### config.mk
export PLATFORM = sky130hd
export DESIGN_NAME = wdg_monitor_n_flat
export DESIGN_NICKNAME = d
export VERILOG_FILES = /design/src/rtl/wdg_monitor_n_if.sv /design/src/rtl/wdg_monitor_n.sv /design/src/flat_wrapper.sv
export SDC_FILE = /design/constraint.sdc
export NUM_CORES = 1
export LEC_CHECK = 0
export ABC_AREA = 1
export BUFFER_PORTS_ARGS = -buffer_cell sky130_fd_sc_hd__buf_4
export CAP_MARGIN = 20
export CORE_ASPECT_RATIO = 0.7
export CORE_MARGIN = 10
export CORE_UTILIZATION = 30
export DETAILED_ROUTE_END_ITERATION = 8
export PLACE_DENSITY_LB_ADDON = 0.08
export SLEW_MARGIN = 0
export SYNTH_ARGS = -nofsm -noshare
export SYNTH_HDL_FRONTEND = slang
export SYNTH_SLANG_ARGS = --single-unit
### constraint.sdc
create_clock -name clk -period 4.1 [get_ports clk]
set_clock_uncertainty 0.05 [all_clocks]
set_input_delay 0.41 -clock clk [delete_from_list [all_inputs] [get_ports clk]]
set_output_delay 0.41 -clock clk [all_outputs]
set_load 0.01 [all_outputs]
### src/rtl/wdg_monitor_n_if.sv
// Supervisor-side bundle for the N-channel heartbeat watchdog.
// master = system/bench side, slave = watchdog side.
interface wdg_monitor_n_if #(
  parameter int N_CH  = 2,
  parameter int SEL_W = (N_CH > 1) ? $clog2(N_CH) : 1
);
  logic [N_CH-1:0]  heartbeat;
  logic             retry_clr;
  logic [N_CH-1:0]  reset_uc;
  logic [SEL_W-1:0] selected_proc;
  logic             failover;
  logic [N_CH-1:0]  alive;
  logic             all_failed;

  modport master (
    output heartbeat, retry_clr,
    input  reset_uc, selected_proc, failover, alive, all_failed
  );
  modport slave (
    input  heartbeat, retry_clr,
    output reset_uc, selected_proc, failover, alive, all_failed
  );
endinterface

### src/rtl/wdg_monitor_n.sv
// N-channel heartbeat watchdog: per-channel BOOT/MONITOR/FAULT/DEAD supervision
// plus non-preemptive failover of the controlling processor.

module wdg_monitor_n_ch #(
  parameter int TIMEOUT   = 16,
  parameter int GRACE     = 32,
  parameter int RST_PULSE = 4,
  parameter int MAX_RETRY = 3,
  parameter int CNT_W     = 6,
  parameter int FC_W      = 2
) (
  input  logic clk,
  input  logic reset,
  input  logic i_edge,
  input  logic i_clr,
  output logic o_nxt_mon,
  output logic o_nxt_dead,
  output logic o_uc,
  output logic o_alive
);
  typedef enum logic [1:0] {S_BOOT, S_MON, S_FAULT, S_DEAD} st_t;

  st_t             r_st, w_st_nxt;
  logic [CNT_W-1:0] r_cnt, w_cnt_nxt;
  logic [FC_W-1:0]  r_fc, w_fc_nxt;
  logic             w_uc, w_alive;

  always_ff @(posedge clk or negedge reset) begin
    if (!reset) begin
      r_st    <= S_BOOT;
      r_cnt   <= '0;
      r_fc    <= '0;
      o_uc    <= 1'b0;
      o_alive <= 1'b0;
    end else begin
      r_st    <= w_st_nxt;
      r_cnt   <= w_cnt_nxt;
      r_fc    <= w_fc_nxt;
      o_uc    <= w_uc;
      o_alive <= w_alive;
    end
  end

  // An edge always beats counter expiry in the same cycle.
  always_comb begin
    w_st_nxt  = r_st;
    w_cnt_nxt = r_cnt + 1'b1;
    w_fc_nxt  = r_fc;
    case (r_st)
      S_BOOT: begin
        if (i_edge) begin
          w_st_nxt  = S_MON;
          w_cnt_nxt = '0;
        end else if (r_cnt == CNT_W'(GRACE-1)) begin
          w_st_nxt  = S_FAULT;
          w_cnt_nxt = '0;
        end
      end
      S_MON: begin
        if (i_edge) begin
          w_cnt_nxt = '0;
        end else if (r_cnt == CNT_W'(TIMEOUT-1)) begin
          w_st_nxt  = S_FAULT;
          w_cnt_nxt = '0;
        end
      end
      S_FAULT: begin
        if (r_cnt == CNT_W'(RST_PULSE-1)) begin
          w_cnt_nxt = '0;
          w_st_nxt  = (r_fc == FC_W'(MAX_RETRY)) ? S_DEAD : S_BOOT;
        end
      end
      default: begin
        w_cnt_nxt = '0;
        if (i_clr) w_st_nxt = S_BOOT;
      end
    endcase
    if (w_st_nxt == S_FAULT && r_st != S_FAULT && r_fc != FC_W'(MAX_RETRY))
      w_fc_nxt = r_fc + 1'b1;
    if (i_clr) w_fc_nxt = '0;
  end

  always_comb begin
    w_uc       = (w_st_nxt == S_FAULT) || (w_st_nxt == S_DEAD);
    w_alive    = (w_st_nxt == S_MON);
    o_nxt_mon  = (w_st_nxt == S_MON);
    o_nxt_dead = (w_st_nxt == S_DEAD);
  end
endmodule

module wdg_monitor_n #(
  parameter int N_CH      = 2,
  parameter int TIMEOUT   = 16,
  parameter int GRACE     = 32,
  parameter int RST_PULSE = 4,
  parameter int MAX_RETRY = 3
) (
  input  logic            clk,
  input  logic            reset,
  wdg_monitor_n_if.slave  bus
);
  localparam int SEL_W = (N_CH > 1) ? $clog2(N_CH) : 1;
  localparam int M1    = (TIMEOUT > GRACE) ? TIMEOUT : GRACE;
  localparam int MAXC  = (M1 > RST_PULSE) ? M1 : RST_PULSE;
  localparam int CNT_W = $clog2(MAXC + 1);
  localparam int FC_W  = $clog2(MAX_RETRY + 1);

  logic [N_CH-1:0]  r_sync1, r_sync2, r_hb_d;
  logic [N_CH-1:0]  w_edge, w_mon_nxt, w_dead_nxt, w_uc, w_alive;
  logic [SEL_W-1:0] r_sel, w_hi_pick, w_lo_pick;
  logic             r_fo, r_af, w_hi_found, w_lo_found, w_sw;

  always_ff @(posedge clk or negedge reset) begin
    if (!reset) begin
      r_sync1 <= '0;
      r_sync2 <= '0;
      r_hb_d  <= '0;
    end else begin
      r_sync1 <= bus.heartbeat;
      r_sync2 <= r_sync1;
      r_hb_d  <= r_sync2;
    end
  end

  assign w_edge = r_sync2 ^ r_hb_d;

  for (genvar g = 0; g < N_CH; g++) begin : g_ch
    wdg_monitor_n_ch #(
      .TIMEOUT(TIMEOUT), .GRACE(GRACE), .RST_PULSE(RST_PULSE),
      .MAX_RETRY(MAX_RETRY), .CNT_W(CNT_W), .FC_W(FC_W)
    ) u_ch (
      .clk       (clk),
      .reset     (reset),
      .i_edge    (w_edge[g]),
      .i_clr     (bus.retry_clr),
      .o_nxt_mon (w_mon_nxt[g]),
      .o_nxt_dead(w_dead_nxt[g]),
      .o_uc      (w_uc[g]),
      .o_alive   (w_alive[g])
    );
  end

  // Cyclic search from r_sel+1: lowest healthy index above r_sel wins,
  // otherwise wrap to the lowest healthy index below it.
  always_comb begin
    w_hi_found = 1'b0;
    w_lo_found = 1'b0;
    w_hi_pick  = r_sel;
    w_lo_pick  = r_sel;
    for (int i = N_CH-1; i >= 0; i--) begin
      if (w_mon_nxt[i] && SEL_W'(i) > r_sel) begin
        w_hi_found = 1'b1;
        w_hi_pick  = SEL_W'(i);
      end
      if (w_mon_nxt[i] && SEL_W'(i) < r_sel) begin
        w_lo_found = 1'b1;
        w_lo_pick  = SEL_W'(i);
      end
    end
    w_sw = !w_mon_nxt[r_sel] && (w_hi_found || w_lo_found);
  end

  always_ff @(posedge clk or negedge reset) begin
    if (!reset) begin
      r_sel <= '0;
      r_fo  <= 1'b0;
      r_af  <= 1'b0;
    end else begin
      if (w_sw) r_sel <= w_hi_found ? w_hi_pick : w_lo_pick;
      r_fo <= w_sw;
      r_af <= &w_dead_nxt;
    end
  end

  assign bus.reset_uc      = w_uc;
  assign bus.alive         = w_alive;
  assign bus.selected_proc = r_sel;
  assign bus.failover      = r_fo;
  assign bus.all_failed    = r_af;
endmodule

### src/flat_wrapper.sv
// flat-port wrapper written by rule: the top's interface ports become plain ports
module wdg_monitor_n_flat 
#(
  parameter int N_CH      = 2,
  parameter int TIMEOUT   = 16,
  parameter int GRACE     = 32,
  parameter int RST_PULSE = 4,
  parameter int MAX_RETRY = 3
)
  (clk, reset, bus_heartbeat, bus_retry_clr, bus_reset_uc, bus_selected_proc, bus_failover, bus_alive, bus_all_failed);
  wdg_monitor_n_if #(.N_CH(N_CH)) bus_i ();
  input  logic clk;
  input  logic reset;
  input wire logic [$bits(bus_i.heartbeat)-1:0] bus_heartbeat;
  input wire logic [$bits(bus_i.retry_clr)-1:0] bus_retry_clr;
  output wire logic [$bits(bus_i.reset_uc)-1:0] bus_reset_uc;
  output wire logic [$bits(bus_i.selected_proc)-1:0] bus_selected_proc;
  output wire logic [$bits(bus_i.failover)-1:0] bus_failover;
  output wire logic [$bits(bus_i.alive)-1:0] bus_alive;
  output wire logic [$bits(bus_i.all_failed)-1:0] bus_all_failed;
  assign bus_i.heartbeat = bus_heartbeat;
  assign bus_i.retry_clr = bus_retry_clr;
  assign bus_reset_uc = bus_i.reset_uc;
  assign bus_selected_proc = bus_i.selected_proc;
  assign bus_failover = bus_i.failover;
  assign bus_alive = bus_i.alive;
  assign bus_all_failed = bus_i.all_failed;
  wdg_monitor_n #(.N_CH(N_CH), .TIMEOUT(TIMEOUT), .GRACE(GRACE), .RST_PULSE(RST_PULSE), .MAX_RETRY(MAX_RETRY)) u_core (.clk(clk), .reset(reset), .bus(bus_i));
endmodule
==> results of run 1 <==
==> worst register-to-register path: stages (launching register included) <==
cell     delay [ns]
dfrtp_1        0.40
ha_1           0.23
inv_1          0.05
nor3_1         0.20
nand2_1        0.10
nand2_2        0.13
nand4_4        0.16
nand2_2        0.10
nand3_1        0.08
nand2_1        0.08
==> worst paths after layout <==
kind | startpoint | to | slack (ns) | depth (start not counted)
max in group asynchronous | reset | u_core.bus.selected_proc$_DFFE_PN0P_ | 3.69 | 1
worst min-delay path | reset | u_core.r_hb_d[0]$_DFF_PN0_ | 0.01 | 1
worst max-delay path | u_core.g_ch[0].u_ch.r_cnt[0]$_DFF_PN0_ | u_core.g_ch[0].u_ch.r_fc[0]$_DFFE_PN0P_ | 2.47 | 9
worst min register to register | u_core.r_sync1[0]$_DFF_PN0_ | u_core.r_sync2[0]$_DFF_PN0_ | 0.30 | 0
min in group clk | bus_heartbeat[0] | u_core.r_sync1[0]$_DFF_PN0_ | 0.18 | 1
worst max register to register | u_core.g_ch[0].u_ch.r_cnt[0]$_DFF_PN0_ | u_core.g_ch[0].u_ch.r_fc[0]$_DFFE_PN0P_ | 2.47 | 9
==> kinds of logic (layout without fill, tap and decap cells) <==
group,count (synthesis),count (layout),synth area share [%]
AND/OR/NAND/NOR,105,105,32.4
flip-flops,32,32,48.7
buffers and inverters,31,45,8.00
AO/OA/AOI/OAI,10,10,4.72
XOR/XNOR,5,5,3.12
adder cells (fa/ha/maj),4,4,3.05
==> power groups by stage <==
stage               sequential [mW]  combinational (mW)  clock [mW]
floorplan                     0.358              0.0440           0
global placement              0.358              0.0724           0
detailed placement            0.360              0.0733           0
CTS                           0.354              0.0733       0.270
global route                  0.357              0.0838       0.287
finish                        0.354              0.0711       0.260
==> stage by stage <==
step / worst slack [ns] / utilization (%)
CTS: 2.46 / 35.6
global placement: 2.48 / 33.8
finish: 2.47 / 35.6
floorplan: 2.66 / -
detailed placement: 2.44 / 33.8
global route: 2.28 / 35.6
==> per-layer routing <==
| layer | up-vias | track usage (%) | part of all wire [%] |
|---|---|---|---|
| met5 | - | 0 | 0 |
| met4 | 0 | 3.28 | 1.4 |
| met3 | 4 | 2.81 | 4.0 |
| met2 | 13 | 10.5 | 40 |
| met1 | 557 | 10.9 | 55 |
| li1 | 627 | - | - |
==> placed cells by master, fill, tap and decap left out, drive strengths merged <==
cell type  synthesis  routed
a311oi             1       1
ha                 4       4
nand4             11      11
nand2             38      38
xnor2              3       3
nor3               6       6
inv               26      26
clkbuf             0       7
nor2              32      32
nand3             15      15
o21ai              5       5
dfrtp             32      32
nor4               1       1
a211oi             2       2
nor3b              1       1
a21oi              1       1
clkinv             1       1
buf                4      11
a31o               1       1
xor2               2       2
or2                1       1
==> Yosys cell counts, drive strengths merged (2+ instances only) <==
cell,n
xor2,2
nand4,11
o21ai,5
buf,4
nand2,38
dfrtp,32
nor2,32
xnor2,3
ha,4
inv,26
a211oi,2
nand3,15
nor3,6
==> layout make-up <==
cell class / instances / area [sq um]
timing repair buffer: 11 / 82.6
sequential: 32 / 801
tap: 72 / 90.1
fill: 566 / 3400
inverter: 27 / 101
multi-input combinational: 124 / 711
clock buffer: 7 / 96.3
==> sequential cells by signal (all words and copies together), names as in the netlist <==
signal,flops
u_core.r_sync2,2
u_core.g_ch.u_ch.r_st,3
u_core.r_hb_d,2
u_core.r_sync1,2
u_core.g_ch.u_ch.r_fc,4
u_core.bus.failover,1
u_core.g_ch.u_ch.o_uc,2
u_core.g_ch.u_ch.r_cnt,12
u_core.bus.all_failed,1
u_core.g_ch.u_ch.o_alive,2
u_core.bus.selected_proc,1
==> metrics.cfg, run 1 <==
[run_status]
status=completed

[layout]
layout.cells.non_filler=273
diodes=0
design_area_sq_um=1880
nets=210
syn2layout_area_growth_pct=14.5
layout-drive-gt1-share_pct=17.4

[power]
internal-power_mw=0.514
p_comb_share_pct=10.4
p_sw_share_pct=25.0
power.switching_mw=0.171
ir_drop_mv=0.196
p_leak_nw=0.931
pwr-share-seq_pct=51.7
p_clk_share_pct=37.9
power.total_mw=0.685
power_density_nw_per_um2=364

[route]
final_antenna_net_count=0
drt-total-wl_mm=3.17
vias=1201
dr.pass1.iters=4
drtIter0Drc=39
avgViaCountPerCell=4.40
wire_per_inst_microns=11.6
drt_drc_violations_left=0

[clocking]
cts_buffers=5
postCtsSetupBuffers=0
clock_latency_ns=0.28
cts.hold.buffers_added=0
ctsLongestPathBuffers=2
cts_sinks=32
cts-root-buf=clkbuf_8
tritoncts=done
clk_pin_slew_ns=0.07
postCtsResizedCells=0
htree_levels=2

[sta]
final_hold_viol_count=0
fmax_mhz=613
worst_pin_slew_ns=0.415
slew_headroom_pct=72.3
rsz0062_at_grt=false
post-route-period-util_pct=39.8
setup_viol=0
setup_tns_ns=0
period_needed_ns=1.63
maxSlewViolCount=0
finalHoldWorstSlack_ns=0.0128

[global_routing]
antenna_found_initial=0
grt.overflow.total=0
grt_pass1_wl_mm=5.44
grt_pass1_vias=1158
grt_max_degree=33
grt_util_all_layers_pct=7.82

[die]
ios=12
die-height_microns=81.9
fp.dieW_microns=108
die-area_sq_um=8880
fp-row-count=22
start_util_pct=31.1
core-area_sq_um=5290

[worst_setup_path]
cp_slowest_cell=dfrtp_1
cp_max_fo=5
required_ns=4.27
arrival_ns=1.80
slowest_delay_ns=0.40
crit_chain=ha_1, inv_1, nor3_1, nand2_1, nand2_2, nand4_4, nand2_2, nand3_1, nand2_1
worstSetupPathType=register to register
cp-end-kind=register
path_buf_inv=1
critPathLaunchType=register
cp_top_family=simple AND/OR/NAND/NOR gates

[synthesis]
synth_ff_type=dfrtp_1
syn-mean-instance-area_sq_um=8.79
synthCells=187
synth_edf_count=0
synth_top_cell_area_share_pct=48.7
syn_area_sq_um=1640
ys_seq_area_share_pct=48.7
synth_top_area_cell=dfrtp_1
ys_top_cells_by_area=dfrtp_1 (49%), nand2_1 (7.8%), nor2_1 (6.9%)
ys_warn_count=0
synth_nets=196
async_flop_share_pct=100
ys_seq_elements=32
synth_cell_type_count=29

[placed_design]
post_dp_cell_area_sq_um=1790
gp_congestion=0.853
io_buffers=11
hpwl_mm=2.48
dp.cells=266

[run]
cap_violations=0

[hold_path]
min_path_type=primary input to async pin

No activity file was read; power rests on OpenSTA's default activity.
==> run 2: changes to the inputs <==
--- a/config.mk
+++ b/config.mk
@@ -5,7 +5,7 @@
 export SDC_FILE = /design/constraint.sdc
 export NUM_CORES = 1
 export LEC_CHECK = 0
-export ABC_AREA = 1
+export ABC_AREA = 0
 export BUFFER_PORTS_ARGS = -buffer_cell sky130_fd_sc_hd__buf_4
 export CAP_MARGIN = 20
 export CORE_ASPECT_RATIO = 0.7
==> constraint.sdc (replaced) <==
create_clock -name clk -period 1.4 [get_ports clk]
set_clock_uncertainty 0.05 [all_clocks]
set_input_delay 0.14 -clock clk [delete_from_list [all_inputs] [get_ports clk]]
set_output_delay 0.14 -clock clk [all_outputs]
set_load 0.01 [all_outputs]
==> metrics.cfg, run 2 <==
[run_status]
status=finished with violations
violations=setup timing

[worst_setup_path]
required_ns=1.52
r2r_cells=5
crit_chain=ha_4, and4b_2, nand2_2, a311oi_4, mux2_4
worstSetupPathType=register to register
slowest_delay_ns=0.39
cp_max_fo=4
cp_top_family=flip-flops
cp.depth=5
path_buf_inv=0
cp_slowest_cell=dfrtp_1
cp-end-kind=register
arrival_ns=1.83
critPathLaunchType=register
reg2reg_slack_ns=-0.31

[sta]
worst_pin_slew_ns=0.414
post-route-period-util_pct=122
fmax_mhz=586
period_needed_ns=1.71
rsz0062_at_grt=true
setup_tns_ns=-4.11
slew_headroom_pct=72.4
maxSlewViolCount=0
setup_viol=26
setup_ws_ns=-0.307
final_hold_viol_count=0

[power]
internal-power_mw=1.58
p_clk_share_pct=34.5
power.switching_mw=0.583
ir_drop_mv=0.491
p_sw_share_pct=27.0
p_leak_nw=1.11
p_comb_share_pct=17.6
pwr-share-seq_pct=47.9
power_density_nw_per_um2=863

[synthesis]
synth_top_cell_area_share_pct=48.7
synthCells=163
synth_top_area_cell=dfrtp_1
syn_area_sq_um=1650
synth_nets=172
synth_edf_count=0
yosysMostFrequentCell=dfrtp_1
ys_top_cells_by_count=dfrtp_1 (32), a21oi_1 (12), nand2_1 (12), nor2_1 (12), o21ai_0 (8)
synth_cell_type_count=47
ys_top_cells_by_area=dfrtp_1 (49%), a21oi_1 (3.7%), xor2_1 (3.2%)
ys_warn_count=0
synth_ff_type=dfrtp_1
ys_seq_area_share_pct=48.7
ys_seq_elements=32
async_flop_share_pct=100
syn-mean-instance-area_sq_um=10.1

[route]
dr.pass1.iters=4
drtIter0Drc=52
drt-total-wl_mm=4.01
wire_per_inst_microns=13.7
vias=1355
avgViaCountPerCell=4.64
drt_drc_violations_left=0
final_antenna_net_count=0

[global_routing]
grt_pass1_vias=1427
grt_max_degree=33
antenna_found_initial=0
grt_pass1_wl_mm=6.84
grt.overflow.total=0
grt_util_all_layers_pct=9.71

[hold_path]
whs_path_depth=3
min_path_type=primary input to register

[clocking]
cts_buffers=5
tritoncts=done
clock_latency_ns=0.28
cts_sinks=32
cts-root-buf=clkbuf_8
ctsLongestPathBuffers=2
htree_levels=2
clk_pin_slew_ns=0.07

[layout]
layout-drive-gt1-share_pct=50.0
syn2layout_area_growth_pct=52.1
regMostFlops=u_core.g_ch.u_ch.r_cnt
seqCellArea_sq_um=801
fillers=513
largest_reg_flops=12
design_area_sq_um=2500
multi_input_area_sq_um=1020
final_cell_mix=buf_4 (53), dfrtp_1 (32), nor2_1 (9)
nets=228
reg_top3=u_core.g_ch.u_ch.r_cnt x12, u_core.g_ch.u_ch.r_fc x4, u_core.g_ch.u_ch.r_st x3
layout_commonest_cell=buf_4
diodes=0

[die]
fp.dieW_microns=109
ios=12
die-height_microns=82.0
fp-row-count=22
core-area_sq_um=5290
start_util_pct=31.1
die-area_sq_um=8890

[placed_design]
io_buffers=11
hpwl_mm=2.85
gp_congestion=0.823
post_dp_cell_area_sq_um=2070

[run]
cap_violations=0

-- run 2: area by class of cell --
type	count	area share, %
Clock buffer	6	3.30
Clock inverter	2	0.400
Inverter	5	0.750
Multi-Input combinational cell	114	40.6
Sequential cell	32	32.0
Tap cell	72	3.60
Timing Repair Buffer	61	19.3
-- run 2: timing repair --
action / 4_1_cts / 5_1_grt
endpoints found under the hold margin: 34 / 0
setup endpoints to repair: 25 / 26
gates resized for setup: 22 / 37
setup buffers: 7 / 2
gates cloned: 0 / 0
pin swaps: 13 / 16
hold buffers: 3 / 0
-- run 2: logic make-up (layout without fill, tap and decap cells) --
| group | count (synthesis) | in the layout | share of synthesized area (%) |
|---|---|---|---|
| buffers and inverters | 17 | 74 | 5.09 |
| XOR/XNOR | 11 | 11 | 5.86 |
| AND/OR/NAND/NOR | 56 | 56 | 18.7 |
| multiplexers | 4 | 4 | 2.51 |
| adder cells (fa/ha/maj) | 4 | 4 | 3.04 |
| AO/OA/AOI/OAI | 39 | 39 | 16.1 |
| flip-flops | 32 | 32 | 48.7 |
-- run 2: worst paths after layout --
check,from,endpoint
worst max-delay path,u_core.g_ch[0].u_ch.r_cnt[0]$_DFF_PN0_,u_core.g_ch[0].u_ch.r_fc[0]$_DFFE_PN0P_
worst min-delay path,bus_retry_clr,u_core.g_ch[1].u_ch.r_fc[0]$_DFFE_PN0P_
worst max register to register,u_core.g_ch[0].u_ch.r_cnt[0]$_DFF_PN0_,u_core.g_ch[0].u_ch.r_fc[0]$_DFFE_PN0P_
worst min register to register,u_core.r_sync1[0]$_DFF_PN0_,u_core.r_sync2[0]$_DFF_PN0_
max in group asynchronous,reset,u_core.g_ch[1].u_ch.o_uc$_DFF_PN0_
min in group asynchronous,reset,u_core.g_ch[0].u_ch.r_cnt[0]$_DFF_PN0_
-- run 2: per-layer routing --
layer	wire length (microns)	vias up	share of wire (%)	global-route usage (%)
met5	0	-	0	0
met4	48	0	1.2	3.15
met3	186	7	4.6	3.36
met2	1590	20	40	13.5
met1	2190	641	55	13.6
li1	-	687	-	-
-- run 2: worst reg2reg max path: cells and delay by family (launching register included) --
family | cells | cell delay (ns)
flip-flops | 1 | 0.39
AND/OR/NAND/NOR | 2 | 0.39
multiplexers | 1 | 0.33
AO/OA/AOI/OAI | 1 | 0.25
adder cells (fa/ha/maj) | 1 | 0.18
-- run 2: stage by stage --
step	hold WS [ns]	cells	total power [mW]	util [%]	setup slack [ns]
floorplan	-0.206	163	1.18	-	-0.296
global placement	0.0572	273	1.33	39.2	-0.322
detailed placement	0.0647	273	1.34	39.2	-0.366
CTS	0.124	291	2.14	44.2	-0.323
global route	0.135	292	2.30	47.3	-0.379
finish	0.121	292	2.16	47.3	-0.307
-- run 2: power by group through the flow --
stage | Clock [mW] | Combinational (mW) | Sequential, mW
6_report | 0.745 | 0.380 | 1.03
5_1_grt | 0.830 | 0.423 | 1.04
4_1_cts | 0.775 | 0.343 | 1.03
3_5_place_dp | 0 | 0.294 | 1.04
3_3_place_gp | 0 | 0.288 | 1.04
2_1_floorplan | 0 | 0.143 | 1.04
